### src/rtl/bus_if.sv
// Memory-stage bus interface: requests the bus, issues a one-cycle address strobe,
// waits for ready and returns load data, holding it in rd_buf while the pipeline stalls.
module bus_if (
  input  logic        clk,
  input  logic        reset,
  input  logic        stall,
  input  logic        flush,
  output logic        busy,
  input  logic [29:0] addr,
  input  logic        as_,
  input  logic        rw,
  input  logic [31:0] wr_data,
  output logic [31:0] rd_data,
  output logic        bus_req_,
  input  logic        bus_grnt_,
  output logic        bus_as_,
  output logic        bus_rw,
  output logic [29:0] bus_addr,
  output logic [31:0] bus_wr_data,
  input  logic [31:0] bus_rd_data,
  input  logic        bus_rdy_
);

  typedef enum logic [1:0] {
    IDLE   = 2'd0,
    REQ    = 2'd1,
    ACCESS = 2'd2,
    WAIT   = 2'd3
  } state_t;

  state_t      state_r;
  state_t      state_nx_s;
  logic        start_s;
  logic        bus_req_r;
  logic        bus_as_r;
  logic        bus_rw_r;
  logic [29:0] bus_addr_r;
  logic [31:0] bus_wr_data_r;
  logic [31:0] rd_buf_r;

  assign start_s     = (as_ == 1'b0) && (flush == 1'b0);
  assign bus_as_     = bus_as_r;
  assign bus_rw      = bus_rw_r;
  assign bus_addr    = bus_addr_r;
  assign bus_wr_data = bus_wr_data_r;

  // Next-state decode plus the combinational busy / bus_req_ / rd_data outputs.
  always_comb begin
    state_nx_s = state_r;
    busy       = 1'b0;
    rd_data    = rd_buf_r;
    bus_req_   = bus_req_r;
    case (state_r)
      IDLE: begin
        if (start_s) begin
          bus_req_   = 1'b0;
          busy       = 1'b1;
          state_nx_s = REQ;
        end else begin
          bus_req_   = 1'b1;
          state_nx_s = IDLE;
        end
      end
      REQ: begin
        busy = 1'b1;
        if (bus_grnt_ == 1'b0) begin
          state_nx_s = ACCESS;
        end else begin
          state_nx_s = REQ;
        end
      end
      ACCESS: begin
        if (bus_rdy_ == 1'b0) begin
          busy       = 1'b0;
          rd_data    = bus_rd_data;
          state_nx_s = stall ? WAIT : IDLE;
        end else begin
          busy       = 1'b1;
          state_nx_s = ACCESS;
        end
      end
      WAIT: begin
        if (stall == 1'b0) begin
          state_nx_s = IDLE;
        end else begin
          state_nx_s = WAIT;
        end
      end
      default: begin
        state_nx_s = IDLE;
      end
    endcase
  end

  // State register and the registered bus-side signals and read buffer.
  always_ff @(posedge clk) begin
    if (reset) begin
      state_r       <= IDLE;
      bus_req_r     <= 1'b1;
      bus_as_r      <= 1'b1;
      bus_rw_r      <= 1'b1;
      bus_addr_r    <= 30'd0;
      bus_wr_data_r <= 32'd0;
      rd_buf_r      <= 32'd0;
    end else begin
      state_r  <= state_nx_s;
      // Strobe defaults high so it can only be low for the cycle after a grant.
      bus_as_r <= 1'b1;
      case (state_r)
        IDLE: begin
          if (start_s) begin
            bus_req_r <= 1'b0;
          end
        end
        REQ: begin
          if (bus_grnt_ == 1'b0) begin
            bus_as_r   <= 1'b0;
            bus_addr_r <= addr;
            bus_rw_r   <= rw;
            if (rw == 1'b0) begin
              bus_wr_data_r <= wr_data;
            end
          end
        end
        ACCESS: begin
          if (bus_rdy_ == 1'b0) begin
            bus_req_r <= 1'b1;
            if (bus_rw_r == 1'b1) begin
              rd_buf_r <= bus_rd_data;
            end
          end
        end
        default: begin
        end
      endcase
    end
  end

endmodule

### config.mk
export PLATFORM = sky130hd
export DESIGN_NAME = bus_if
export DESIGN_NICKNAME = d
export VERILOG_FILES = /design/src/rtl/bus_if.sv
export SDC_FILE = /design/constraint.sdc
export NUM_CORES = 1
export LEC_CHECK = 0
export CAP_MARGIN = 30
export CORE_MARGIN = 2
export CORE_UTILIZATION = 43
export CTS_CLUSTER_DIAMETER = 100
export DETAILED_ROUTE_END_ITERATION = 12
export GPL_TIMING_DRIVEN = 1
export PLACE_DENSITY = 0.95
export SLEW_MARGIN = 5
export SYNTH_ARGS = -nofsm -noshare
export SYNTH_HDL_FRONTEND = slang
export SYNTH_SLANG_ARGS = --single-unit
### constraint.sdc
create_clock -name clk -period 3.75 [get_ports clk]
set_input_delay 0.75 -clock clk [delete_from_list [all_inputs] [get_ports clk]]
set_output_delay 0.75 -clock clk [all_outputs]
set_load 0.03 [all_outputs]
==> flow_summary.json <==
{
  "area_growth_pct": 57.2,
  "dp_cells": 755,
  "start_kind": "primary input",
  "cts_tree": "built",
  "end_kind": "primary output",
  "slowest_delay_ns": 0.62,
  "antenna_found_initial": 0,
  "yosysSeqAreaShare": 0.506,
  "wl_met1_um": 4240,
  "layout_common_cells": "clkdlybuf4s50_1 (198), nand2_1 (191), dfxtp_1 (99), a21oi_1 (97), mux2_2 (30)",
  "syn_nets": 579,
  "r2r-start": "state_r[0]$_SDFF_PP0_",
  "slew_violations": 0,
  "pwr_density_cell_nw_per_um2": 333,
  "maxCapViolCount": 0,
  "wl_met3_um": 848,
  "cts_max_path_buffers": 2,
  "yosysUniqueCellTypes": 24,
  "core_area_sq_um": 8760,
  "ys_seq_elements": 99,
  "cts-root-buf": "clkbuf_8",
  "die_h_um": 99.4,
  "grt_pass1_vias": 3793,
  "ant_nets": 0,
  "max-vdd-ir-drop_mv": 0.268,
  "critPathMostFrequentCell": "clkdlybuf4s50_1",
  "grt_pass1_wl_um": 17700,
  "yosys_warnings": 0,
  "hold_path_class": "reg -> reg",
  "layout_commonest_cell": "clkdlybuf4s50_1",
  "drc_errors": 0,
  "track_usage": 0.217,
  "post-route-period-util": 0.922,
  "worstMarginPinSlew_ns": 0.634,
  "worstPathMaxFanout": 32,
  "finalSetupTns_ns": 0,
  "antenna_cells": 0,
  "path_clk_slew_ns": 0.07,
  "status": "completed",
  "cts_hold_buf": 0,
  "drive_gt1_frac": 0.0919,
  "final_cell_count_no_fill": 772,
  "crit_type": "in -> out",
  "wl_met2_um": 5680,
  "vias": 3864,
  "fmax_ghz": 0.289,
  "rr_endpoint": "bus_wr_data[12]$_SDFFE_PP0P_",
  "fin_skew_ns": 0.0136,
  "hold_ws_ns": 0.456,
  "grt_max_degree": 57,
  "required_ns": 3.00,
  "highest_layer": "met4",
  "routed_wl_um": 11000,
  "firstDrtPassIters": 4,
  "die_area_sq_um": 9880,
  "final_nets": 761,
  "drt_iter0_drc": 113,
  "synthCells": 477,
  "reg2reg_slack_ns": 1.80,
  "max-slew-margin-rel": 0.577,
  "crit_slowest_cell": "clkdlybuf4s50_1",
  "place_congestion": 0.783,
  "cts.sinks": 99,
  "avgViaCountPerCell": 5.01,
  "hold_viol": 0,
  "crit_chain": "clkdlybuf4s50_1 > nor3b_4 > buf_12 > mux2_2 > clkdlybuf4s50_1",
  "rsz0062_at_grt": "no",
  "syn_avg_cell_area_sq_um": 8.21,
  "period_minus_slack_ns": 3.46,
  "worstSetupEndpoint": "rd_data[22]",
  "clock_latency_ns": 0.34,
  "cts_resized": 0,
  "power_leakage_uw": 0.00212,
  "cp.arrival_ns": 2.71,
  "portBuffers": 199,
  "fp.dieW_um": 99.4,
  "start_util": 0.447,
  "row_count": 34,
  "finalSetupViolations": 0,
  "pin_count": 200,
  "dp_hpwl_um": 8260,
  "cts_setup_buffers": 0,
  "wl_per_cell_um": 14.2,
  "synth_area_sq_um": 3920,
  "critPathLaunch": "bus_rdy_",
  "cts_buffers": 9,
  "htreeDepth": 3,
  "overflow": 0,
  "reg2regPathDepth": 4
}
-- synthesized netlist by cell type, drive strengths merged --
cell type  instances  share of area
nand2            191           0.18
or3b               1         0.0022
dfxtp             99           0.51
o21ai              3         0.0038
clkbuf            20          0.019
nor3b              2         0.0080
nor2b              1         0.0016
nand4bb            1         0.0029
nor4bb             1         0.0026
or3                1         0.0016
nor4b              1         0.0061
nand2b             4         0.0064
mux2              32          0.092
a221oi             1         0.0022
buf               18          0.031
a211oi             1         0.0019
or4b               1         0.0026
nor3               1         0.0013
nor2               1        0.00096
a21oi             97           0.12
-- metrics by stage --
step                      setup slack [ns]   util  area [sq um]  power [uW]
after floorplan                       1.31      -          3920        1260
after global placement               0.383  0.677          5930        1450
after detailed placement             0.315  0.679          5950        1450
after CTS                            0.303  0.699          6130        2070
after global routing                 0.258  0.702          6150        2130
final                                0.294  0.702          6150        2050
-- worst min path at each step --
stage | from | end | depth (start not counted)
after floorplan | bus_req_r$_SDFFE_PP1P_ | bus_req_r$_SDFFE_PP1P_ | 2
after global placement | bus_addr[8]$_SDFFE_PP0P_ | bus_addr[8]$_SDFFE_PP0P_ | 2
after detailed placement | bus_wr_data[9]$_SDFFE_PP0P_ | bus_wr_data[9]$_SDFFE_PP0P_ | 2
after CTS | bus_wr_data[9]$_SDFFE_PP0P_ | bus_wr_data[9]$_SDFFE_PP0P_ | 2
after global routing | rd_buf_r[9]$_SDFFE_PP0P_ | rd_buf_r[9]$_SDFFE_PP0P_ | 2
final | rd_buf_r[11]$_SDFFE_PP0P_ | rd_buf_r[11]$_SDFFE_PP0P_ | 2
-- flip-flops by register name, indices dropped and copies added (netlist names) --
register / count
bus_addr: 30
bus_wr_data: 32
rd_buf_r: 32
bus_as_: 1
state_r: 2
bus_rw: 1
bus_req_r: 1
-- critical path: cells and delay by family --
kind                   cells  cell delay (ns)
buffers and inverters      3             1.31
multiplexers               1             0.37
AND/OR/NAND/NOR            1             0.26
-- routing by layer --
layer / global-route usage / up-vias
met2: 0.401 / 151
li1: - / 1920
met4: 0.0748 / 0
met3: 0.0611 / 21
met1: 0.237 / 1772
met5: 0 / -
-- cell type report --
class,count,area (sq um)
clock buffer,11,141
clock inverter,5,37.5
fill,665,2610
multi-input combinational,340,1760
sequential,99,1980
tap,108,135
timing repair buffer,209,2100
-- where the power goes --
group | switching [uW] | internal, uW
clock | 350 | 262
sequential | 17.8 | 1080
combinational | 159 | 182
total | 527 | 1520
-- cells by family (layout without fill, tap and decap cells) --
logic type,after synthesis,count (layout),share of synthesized area
muxes,32,32,0.0920
and+or+nand+nor,206,206,0.219
DFF,99,99,0.506
buffers and inverters,38,225,0.0505
AOI/OAI and AO/OA,102,102,0.132
No activity file was read; power rests on OpenSTA's default activity.
